**src/rtl/seg14_pkg.sv**
```systemverilog
// seg14_pkg
// Shared definitions for the 14-segment display capture path.
//   - character codes produced by the glyph decoder (0..9, A..Z, N-tilde,
//     space, and the "unknown glyph" marker)
//   - 14-bit glyph patterns, bit 13 = segment a down to bit 0 = segment m,
//     in the order a b c d e f g1 g2 h i j k l m
//   - capture state machine encoding
package seg14_pkg;

    localparam int NUM_DIGITS  = 12;
    localparam int FRAME_CNT_W = 8;

    localparam logic [5:0] CH_0 = 6'd0;
    localparam logic [5:0] CH_1 = 6'd1;
    localparam logic [5:0] CH_2 = 6'd2;
    localparam logic [5:0] CH_3 = 6'd3;
    localparam logic [5:0] CH_4 = 6'd4;
    localparam logic [5:0] CH_5 = 6'd5;
    localparam logic [5:0] CH_6 = 6'd6;
    localparam logic [5:0] CH_7 = 6'd7;
    localparam logic [5:0] CH_8 = 6'd8;
    localparam logic [5:0] CH_9 = 6'd9;
    localparam logic [5:0] CH_A = 6'd10;
    localparam logic [5:0] CH_B = 6'd11;
    localparam logic [5:0] CH_C = 6'd12;
    localparam logic [5:0] CH_D = 6'd13;
    localparam logic [5:0] CH_E = 6'd14;
    localparam logic [5:0] CH_F = 6'd15;
    localparam logic [5:0] CH_G = 6'd16;
    localparam logic [5:0] CH_H = 6'd17;
    localparam logic [5:0] CH_I = 6'd18;
    localparam logic [5:0] CH_J = 6'd19;
    localparam logic [5:0] CH_K = 6'd20;
    localparam logic [5:0] CH_L = 6'd21;
    localparam logic [5:0] CH_M = 6'd22;
    localparam logic [5:0] CH_N = 6'd23;
    localparam logic [5:0] CH_O = 6'd24;
    localparam logic [5:0] CH_P = 6'd25;
    localparam logic [5:0] CH_Q = 6'd26;
    localparam logic [5:0] CH_R = 6'd27;
    localparam logic [5:0] CH_S = 6'd28;
    localparam logic [5:0] CH_T = 6'd29;
    localparam logic [5:0] CH_U = 6'd30;
    localparam logic [5:0] CH_V = 6'd31;
    localparam logic [5:0] CH_W = 6'd32;
    localparam logic [5:0] CH_X = 6'd33;
    localparam logic [5:0] CH_Y = 6'd34;
    localparam logic [5:0] CH_Z = 6'd35;
    localparam logic [5:0] CH_NN    = 6'd36;
    localparam logic [5:0] CH_SPACE = 6'd37;
    localparam logic [5:0] CH_BAD   = 6'd63;

    // Zero carries a slash (j + m) so it stays distinct from the letter O.
    localparam logic [13:0] GL_0 = 14'b11111100001001;
    localparam logic [13:0] GL_1 = 14'b01100000000000;
    localparam logic [13:0] GL_2 = 14'b11011011000000;
    localparam logic [13:0] GL_3 = 14'b11110011000000;
    localparam logic [13:0] GL_4 = 14'b01100111000000;
    localparam logic [13:0] GL_5 = 14'b10110111000000;  // same pattern as S
    localparam logic [13:0] GL_6 = 14'b10111111000000;
    localparam logic [13:0] GL_7 = 14'b11100000000000;
    localparam logic [13:0] GL_8 = 14'b11111111000000;
    localparam logic [13:0] GL_9 = 14'b11110111000000;
    localparam logic [13:0] GL_A = 14'b11101111000000;
    localparam logic [13:0] GL_B = 14'b11110001010010;
    localparam logic [13:0] GL_C = 14'b10011100000000;
    localparam logic [13:0] GL_D = 14'b11110000010010;
    localparam logic [13:0] GL_E = 14'b10011110000000;
    localparam logic [13:0] GL_F = 14'b10001110000000;
    localparam logic [13:0] GL_G = 14'b10111101000000;
    localparam logic [13:0] GL_H = 14'b01101111000000;
    localparam logic [13:0] GL_I = 14'b10010000010010;
    localparam logic [13:0] GL_J = 14'b01111000000000;
    localparam logic [13:0] GL_K = 14'b00001110001100;
    localparam logic [13:0] GL_L = 14'b00011100000000;
    localparam logic [13:0] GL_M = 14'b01101100101000;
    localparam logic [13:0] GL_N = 14'b01101100100001;
    localparam logic [13:0] GL_O = 14'b11111100000000;
    localparam logic [13:0] GL_P = 14'b11001111000000;
    localparam logic [13:0] GL_Q = 14'b11111100000001;
    localparam logic [13:0] GL_R = 14'b11001111000001;
    localparam logic [13:0] GL_S = 14'b10110111000000;
    localparam logic [13:0] GL_T = 14'b10000000010010;
    localparam logic [13:0] GL_U = 14'b01111100000000;
    localparam logic [13:0] GL_V = 14'b00001100001100;
    localparam logic [13:0] GL_W = 14'b01101100000101;
    localparam logic [13:0] GL_X = 14'b00000000101101;
    localparam logic [13:0] GL_Y = 14'b00000000101010;
    localparam logic [13:0] GL_Z = 14'b10010000001100;
    localparam logic [13:0] GL_NN    = 14'b11101100100001;
    localparam logic [13:0] GL_SPACE = 14'b00000000000000;

    typedef enum logic {
        HUNT = 1'b0,
        CAPT = 1'b1
    } state_t;

endpackage

```
**src/rtl/seg14_scan_decoder_if.sv**
```systemverilog
// seg14_scan_decoder_if
// Bundle between the display snoop point / reader and the scan decoder.
//   sel, segm    : snooped digit select (one-hot) and segment pattern
//   rd_addr      : frame-buffer read address
//   rd_data      : registered character code at rd_addr
//   frame_valid, frame_done, seq_err, glyph_err, frame_cnt : frame status
//   state        : capture FSM state, exposed for observation
// There is no valid/ready pair: sel/segm are sampled on every rising edge
// (sel == 0 acts as "not valid") and the decoder never back-pressures; the
// read port always answers one cycle after rd_addr is presented.
interface seg14_scan_decoder_if #(
    parameter int CNT_W = 8
);
    import seg14_pkg::*;

    logic [11:0]      sel;
    logic [13:0]      segm;
    logic [3:0]       rd_addr;
    logic [5:0]       rd_data;
    logic             frame_valid;
    logic             frame_done;
    logic             seq_err;
    logic             glyph_err;
    logic [CNT_W-1:0] frame_cnt;
    state_t           state;

    modport master (
        output sel, segm, rd_addr,
        input  rd_data, frame_valid, frame_done, seq_err, glyph_err,
               frame_cnt, state
    );

    modport slave (
        input  sel, segm, rd_addr,
        output rd_data, frame_valid, frame_done, seq_err, glyph_err,
               frame_cnt, state
    );

endinterface

```
**src/rtl/seg14_glyph_decode.sv**
```systemverilog
// seg14_glyph_decode
// Combinational 14-segment pattern to 6-bit character code lookup.
//   segm : segment pattern, bit 13 = segment a
//   code : character code, CH_BAD for any pattern not in the table
module seg14_glyph_decode
    import seg14_pkg::*;
(
    input  logic [13:0] segm,
    output logic [5:0]  code
);

    always_comb begin
        code = CH_BAD;
        case (segm)
            GL_0:     code = CH_0;
            GL_1:     code = CH_1;
            GL_2:     code = CH_2;
            GL_3:     code = CH_3;
            GL_4:     code = CH_4;
            // GL_5 has no entry: it is the S pattern and decodes to S.
            GL_6:     code = CH_6;
            GL_7:     code = CH_7;
            GL_8:     code = CH_8;
            GL_9:     code = CH_9;
            GL_A:     code = CH_A;
            GL_B:     code = CH_B;
            GL_C:     code = CH_C;
            GL_D:     code = CH_D;
            GL_E:     code = CH_E;
            GL_F:     code = CH_F;
            GL_G:     code = CH_G;
            GL_H:     code = CH_H;
            GL_I:     code = CH_I;
            GL_J:     code = CH_J;
            GL_K:     code = CH_K;
            GL_L:     code = CH_L;
            GL_M:     code = CH_M;
            GL_N:     code = CH_N;
            GL_O:     code = CH_O;
            GL_P:     code = CH_P;
            GL_Q:     code = CH_Q;
            GL_R:     code = CH_R;
            GL_S:     code = CH_S;
            GL_T:     code = CH_T;
            GL_U:     code = CH_U;
            GL_V:     code = CH_V;
            GL_W:     code = CH_W;
            GL_X:     code = CH_X;
            GL_Y:     code = CH_Y;
            GL_Z:     code = CH_Z;
            GL_NN:    code = CH_NN;
            GL_SPACE: code = CH_SPACE;
            default:  code = CH_BAD;
        endcase
    end

endmodule

```
**src/rtl/seg14_scan_decoder.sv**
```systemverilog
// seg14_scan_decoder
// Snoops a 12-digit multiplexed 14-segment display, decodes each glyph and
// assembles complete frames (digit 0 through 11 in order) into a shadow
// buffer. A completed frame is copied to the output buffer, which is read
// through a registered port.
//   clk, rst : clock, synchronous active-high reset
//   bus      : slave side of seg14_scan_decoder_if (snoop inputs, read port,
//              frame status, FSM state)
module seg14_scan_decoder
    import seg14_pkg::*;
#(
    parameter int N_DIGITS = NUM_DIGITS,
    parameter int CNT_W    = FRAME_CNT_W
) (
    input  logic                 clk,
    input  logic                 rst,
    seg14_scan_decoder_if.slave  bus
);

    localparam logic [3:0] LAST_IDX = 4'(N_DIGITS - 1);

    logic [5:0]       code;
    logic             code_bad;
    logic             any_sel;
    logic             one_hot;
    logic             multi_hot;
    logic [3:0]       idx;

    state_t           state, state_nxt;
    logic [3:0]       exp_idx, exp_nxt;
    logic             gerr_acc, gerr_nxt;
    logic             sh_we;
    logic             commit;
    logic             seq_err_nxt;

    logic [5:0]       shadow [N_DIGITS];
    logic [5:0]       outbuf [N_DIGITS];
    logic [5:0]       rd_data_q;
    logic             frame_valid_q;
    logic             frame_done_q;
    logic             seq_err_q;
    logic             glyph_err_q;
    logic [CNT_W-1:0] cnt_q;

    seg14_glyph_decode u_glyph_decode (
        .segm (bus.segm),
        .code (code)
    );

    assign code_bad  = (code == CH_BAD);
    assign any_sel   = |bus.sel;
    assign one_hot   = any_sel && ((bus.sel & (bus.sel - 12'd1)) == 12'd0);
    assign multi_hot = any_sel && !one_hot;

    // OR-encode the select; only meaningful when one_hot is set.
    always_comb begin
        idx = 4'd0;
        for (int i = 0; i < N_DIGITS; i++) begin
            if (bus.sel[i]) begin
                idx = idx | 4'(i);
            end
        end
    end

    always_comb begin
        state_nxt   = state;
        exp_nxt     = exp_idx;
        gerr_nxt    = gerr_acc;
        sh_we       = 1'b0;
        commit      = 1'b0;
        seq_err_nxt = 1'b0;
        case (state)
            HUNT: begin
                if (multi_hot) begin
                    seq_err_nxt = 1'b1;
                end else if (one_hot && idx == 4'd0) begin
                    sh_we     = 1'b1;
                    gerr_nxt  = code_bad;
                    exp_nxt   = 4'd1;
                    state_nxt = CAPT;
                end
            end
            CAPT: begin
                if (multi_hot) begin
                    seq_err_nxt = 1'b1;
                    state_nxt   = HUNT;
                end else if (one_hot) begin
                    if (idx == exp_idx) begin
                        sh_we    = 1'b1;
                        gerr_nxt = gerr_acc | code_bad;
                        if (idx == LAST_IDX) begin
                            commit    = 1'b1;
                            state_nxt = HUNT;
                        end else begin
                            exp_nxt = exp_idx + 4'd1;
                        end
                    end else if (idx == exp_idx - 4'd1) begin
                        // Dwell on the digit just captured: refresh it.
                        sh_we    = 1'b1;
                        gerr_nxt = gerr_acc | code_bad;
                    end else begin
                        seq_err_nxt = 1'b1;
                        state_nxt   = HUNT;
                    end
                end
            end
            default: begin
                state_nxt = HUNT;
            end
        endcase
    end

    always_ff @(posedge clk) begin
        if (rst) begin
            state         <= HUNT;
            exp_idx       <= 4'd0;
            gerr_acc      <= 1'b0;
            rd_data_q     <= 6'd0;
            frame_valid_q <= 1'b0;
            frame_done_q  <= 1'b0;
            seq_err_q     <= 1'b0;
            glyph_err_q   <= 1'b0;
            cnt_q         <= '0;
            for (int i = 0; i < N_DIGITS; i++) begin
                shadow[i] <= CH_SPACE;
                outbuf[i] <= CH_SPACE;
            end
        end else begin
            state        <= state_nxt;
            exp_idx      <= exp_nxt;
            gerr_acc     <= gerr_nxt;
            frame_done_q <= commit;
            seq_err_q    <= seq_err_nxt;
            if (sh_we) begin
                shadow[idx] <= code;
            end
            if (commit) begin
                // Last digit bypasses the shadow so the frame lands in one edge.
                for (int i = 0; i < N_DIGITS; i++) begin
                    outbuf[i] <= (i == N_DIGITS - 1) ? code : shadow[i];
                end
                frame_valid_q <= 1'b1;
                glyph_err_q   <= gerr_nxt;
                cnt_q         <= cnt_q + 1'b1;
            end
            rd_data_q <= (bus.rd_addr <= LAST_IDX) ? outbuf[bus.rd_addr] : CH_SPACE;
        end
    end

    assign bus.rd_data     = rd_data_q;
    assign bus.frame_valid = frame_valid_q;
    assign bus.frame_done  = frame_done_q;
    assign bus.seq_err     = seq_err_q;
    assign bus.glyph_err   = glyph_err_q;
    assign bus.frame_cnt   = cnt_q;
    assign bus.state       = state;

endmodule

```
**src/flat_wrapper.sv**
```systemverilog
// flat-port wrapper written by rule: the top's interface ports become plain ports
module seg14_scan_decoder_flat import seg14_pkg::*;
#(
    parameter int N_DIGITS = NUM_DIGITS,
    parameter int CNT_W    = FRAME_CNT_W
)
  (clk, rst, bus_sel, bus_segm, bus_rd_addr, bus_rd_data, bus_frame_valid, bus_frame_done, bus_seq_err, bus_glyph_err, bus_frame_cnt, bus_state);
  seg14_scan_decoder_if #(.CNT_W(CNT_W)) bus_i ();
  input  logic clk;
  input  logic rst;
  input wire logic [$bits(bus_i.sel)-1:0] bus_sel;
  input wire logic [$bits(bus_i.segm)-1:0] bus_segm;
  input wire logic [$bits(bus_i.rd_addr)-1:0] bus_rd_addr;
  output wire logic [$bits(bus_i.rd_data)-1:0] bus_rd_data;
  output wire logic [$bits(bus_i.frame_valid)-1:0] bus_frame_valid;
  output wire logic [$bits(bus_i.frame_done)-1:0] bus_frame_done;
  output wire logic [$bits(bus_i.seq_err)-1:0] bus_seq_err;
  output wire logic [$bits(bus_i.glyph_err)-1:0] bus_glyph_err;
  output wire logic [$bits(bus_i.frame_cnt)-1:0] bus_frame_cnt;
  output wire logic [$bits(bus_i.state)-1:0] bus_state;
  assign bus_i.sel = bus_sel;
  assign bus_i.segm = bus_segm;
  assign bus_i.rd_addr = bus_rd_addr;
  assign bus_rd_data = bus_i.rd_data;
  assign bus_frame_valid = bus_i.frame_valid;
  assign bus_frame_done = bus_i.frame_done;
  assign bus_seq_err = bus_i.seq_err;
  assign bus_glyph_err = bus_i.glyph_err;
  assign bus_frame_cnt = bus_i.frame_cnt;
  assign bus_state = bus_i.state;
  seg14_scan_decoder #(.N_DIGITS(N_DIGITS), .CNT_W(CNT_W)) u_core (.clk(clk), .rst(rst), .bus(bus_i));
endmodule
```
**config.mk**
```make
export PLATFORM = sky130hd
export DESIGN_NAME = seg14_scan_decoder_flat
export DESIGN_NICKNAME = d
export VERILOG_FILES = /design/src/rtl/seg14_pkg.sv /design/src/rtl/seg14_scan_decoder_if.sv /design/src/rtl/seg14_glyph_decode.sv /design/src/rtl/seg14_scan_decoder.sv /design/src/flat_wrapper.sv
export SDC_FILE = /design/constraint.sdc
export NUM_CORES = 1
export LEC_CHECK = 0
export BUFFER_PORTS_ARGS = -buffer_cell sky130_fd_sc_hd__buf_2
export CORE_ASPECT_RATIO = 0.5
export CORE_UTILIZATION = 35
export DETAILED_ROUTE_END_ITERATION = 8
export PLACE_DENSITY = 0.57
export SLEW_MARGIN = 20
export SYNTH_ARGS = -nofsm -noshare
export SYNTH_HDL_FRONTEND = slang
export SYNTH_SLANG_ARGS = --single-unit
```
**constraint.sdc**
```tcl
create_clock -name clk -period 8.8 [get_ports clk]
set_input_delay 0 -clock clk [delete_from_list [all_inputs] [get_ports clk]]
set_output_delay 0 -clock clk [all_outputs]
set_load 0.01 [all_outputs]
```
==> impl_metrics.ini <==
[critical_path]
path_depth = 9
path_max_fanout = 14
crit_path_cell_trace = inv_1, ha_1, xnor2_1, xnor2_1, o2111ai_1, a2bb2oi_1, a211o_1, or4_1, nand2_1
startpoint_type = flop
cp_common_cell = xnor2_1
cp_slowest_cell = or4_1
crit_family = simple AND/OR/NAND/NOR gates
crit_path_start = u_core.exp_idx[0]$_SDFFE_PP0P_
cp.arrival_ns = 3.36
crit-reg2reg-launch = u_core.exp_idx[0]$_SDFFE_PP0P_
worstPathRequired_ns = 8.88
worst_r2r_path_depth = 9
critPathMaxStageDelay_ns = 0.68
worstSetupEndpointType = flop
crit_buf_inv = 1
critPathKind = flop to flop

[detailed_routing]
dr_wl_met2_um = 8670
drc = 0
met1_length_um = 9720
num_vias = 5581
dr_wl_met3_um = 1030
post_drt_wl_per_cell_um = 19.1
viasPerCell = 5.39
drt_iter0_drc = 546
antenna_left = 0
drt_wl_total_um = 19800
first_pass_iters = 5
highest_layer = met4

[cells_and_area]
final_core_util_pct = 41.5
fin_nets = 759
antenna_cells = 0
fill_cells = 2068
layout-drive-gt1-share_pct = 17.5
regArea_um2 = 4620
multi_input_area_um2 = 3170
syn_to_final_growth_pct = 14.7

[pwr]
p_sw_mw = 0.351
swShare_pct = 20.4
p_per_area_nw_per_um2 = 188
comb_power_share_pct = 5.1
internal-power_mw = 1.37
peakVddDrop_mv = 0.128
leakage_nw = 2.84
pwr-share-seq_pct = 49.2
clockPowerShare_pct = 45.6
total_power_mw = 1.72

[global_route]
grt_pass1_vias = 5323
grt_max_degree = 73
grt_usage_pct = 17.3
antenna_found_initial = 0
overflow = 0
grt_pass1_wl_um = 30600

[timing]
relSlewSlack_pct = 28.8
worst_pin_slew_ns = 1.07
slew_viol_final = 0
hold_violations = 0
setup_tns_ns = 0
fin_crit_ns = 3.27
timing.fmax_mhz = 305
setup_viol = 0
fin_crit_sh_pct = 37.2
skew_ns = 0.00634
rsz0062_at_grt = false

[synthesis]
synth_xor_xnor_area_share_pct = 1.21
synth_edf_count = 138
synth.distinct_cells = 68
synthCells = 688
synthFlopType = edfxtp_1
syn_area_per_cell_um2 = 11.6
syn-num-nets = 723
ys_warn_count = 0
synth_mux_area_share_pct = 5.74
synth_top_family_by_area = simple AND/OR/NAND/NOR gates
synth_simple_gate_area_share_pct = 25.2
ys_seq_area_share_pct = 58.0
synthesis.area_um2 = 7970
synth_compound_area_share_pct = 6.86
async_flop_share_pct = 0
ys_ff_latch = 162
synth-adder-area-share_pct = 0.471

[clock_network]
cts_made_buffers = 17
clkSlewWorstSetupHoldPaths_ns = 0.06
cts_tree = done
hold_buffers = 1
cts-root-buf = clkbuf_16
cts.htree.levels = 4
cts.sinks = 162
clock_latency_ns = 0.42
cts-resized-gates = 0
cts_setup_buffers = 0
clock_path_buffers = 2

[hold_path]
hold_path.class = input port to flop
holdCritStartpoint = rst
hold_depth = 2

[place]
port_buffers = 50
hpwl_um = 13800
gp_congestion = 0.885

[flow_run]
maxCapViolCount = 0

[die]
rows = 38
die_y_um = 109
floorplan.initialDensity_pct = 36.2
dieWidth_um = 215
core_region_area_um2 = 22000
pin_count = 51
die_area_um2 = 23400

[run_status]
status = finished, final reports clean
==> placed cells by master (no fill, tap or decap), types with 15 or more instances in the layout <==
master       n
a21oi_1     29
and2_1      33
buf_2       50
clkbuf_16   17
dfxtp_1     24
edfxtp_1   138
mux4_2      18
nand2_1     70
nand2b_1    33
nand3_1     29
nor2_1      52
nor3_1      28
nor4_1      25
o21ai_0     15
==> area by class of cell <==
cell class | count | area share (%)
sequential | 162 | 50.6
clock inverter | 11 | 2.02
multi-input combinational | 475 | 34.7
tap | 300 | 4.10
clock buffer | 20 | 4.77
timing repair buffer | 59 | 3.50
inverter | 9 | 0.369
==> power groups by stage <==
stage	registers [mW]	logic, mW	clock network [mW]
3_5_place_dp	0.865	0.0885	0
5_1_grt	0.849	0.0966	0.824
6_report	0.848	0.0886	0.786
4_1_cts	0.849	0.0890	0.798
3_3_place_gp	0.865	0.0881	0
2_1_floorplan	0.865	0.0526	0
==> worst reg2reg max path, delay by kind of cell (launching register included) <==
family                     cells  cell delay (ns)
adders and majority gates      1             0.22
DFF                            1             0.42
buffers and inverters          1             0.11
and+or+nand+nor                2             1.02
AOI/OAI and AO/OA              3             0.86
xor gates and xnor gates       2             0.31
==> state kept, by name, summed over array words and instances, names as in the netlist, 4 cells and up <==
register and cells:
u_core.bus.rd_data 6, u_core.exp_idx 4, u_core.shadow 66, u_core.bus.frame_cnt 8, u_core.outbuf 72
==> through the flow <==
stage | area (um2) | std cells | hold WS [ns] | setup WS, ns
final | 9150 | 1036 | 0.127 | 5.53
after global routing | 9150 | 1036 | 0.160 | 5.32
after CTS | 9140 | 1036 | 0.128 | 5.53
after detailed placement | 8510 | 1004 | 0.398 | 5.35
after global placement | 8510 | 1004 | 0.398 | 5.29
after floorplan | 7970 | 688 | 0.204 | 5.26
==> synthesized netlist by cell type, types with 4 or more instances <==
library cell  number  share of area, %
edfxtp_1         138                52
nor2b_1           14               1.1
nor4bb_1           8               1.0
and3_1             4              0.31
dfxtp_1           24               6.0
nor2_1            52               2.4
or2_2              5              0.39
nand2_1           71               3.3
nand4b_1           4              0.44
or4_1             10              0.94
nand4_1           11              0.86
a211oi_1           5              0.47
xnor2_1            7              0.77
clkbuf_1          35               1.6
nor3_1            28               1.8
nand2b_1          33               2.6
buf_2              4              0.25
nor4_1            25               2.0
inv_1              8              0.38
o211ai_1           4              0.38
and2_1            33               2.6
nand3_1           29               1.8
xor2_1             4              0.44
mux4_2            18               5.1
o21ai_0           15              0.94
a21oi_1           29               1.8
or3_1              6              0.47
==> cell families after synthesis <==
group           count (synthesis)
compound gates                 83
xor+xnor                       11
mux                            23
buf+inv                        51
simple gates                  355
flops                         162
fa+ha+maj                       3
==> layer usage <==
| layer | track usage (%) | vias up |
|---|---|---|
| met5 | 0 | - |
| met4 | 5.72 | 0 |
| met3 | 3.40 | 24 |
| met2 | 26.2 | 166 |
| met1 | 24.9 | 2730 |
| li1 | - | 2661 |
==> worst paths after layout <==
kind                                           to  slack [ns]
max             u_core.shadow[3][1]$_SDFFCE_PN0P_        5.53
min          u_core.bus.frame_cnt[0]$_SDFFE_PP0P_        0.13
max reg2reg     u_core.shadow[3][1]$_SDFFCE_PN0P_        5.53
min reg2reg   u_core.bus.frame_valid$_SDFFE_PP0P_        0.47
(Power assumes the default switching activity.)
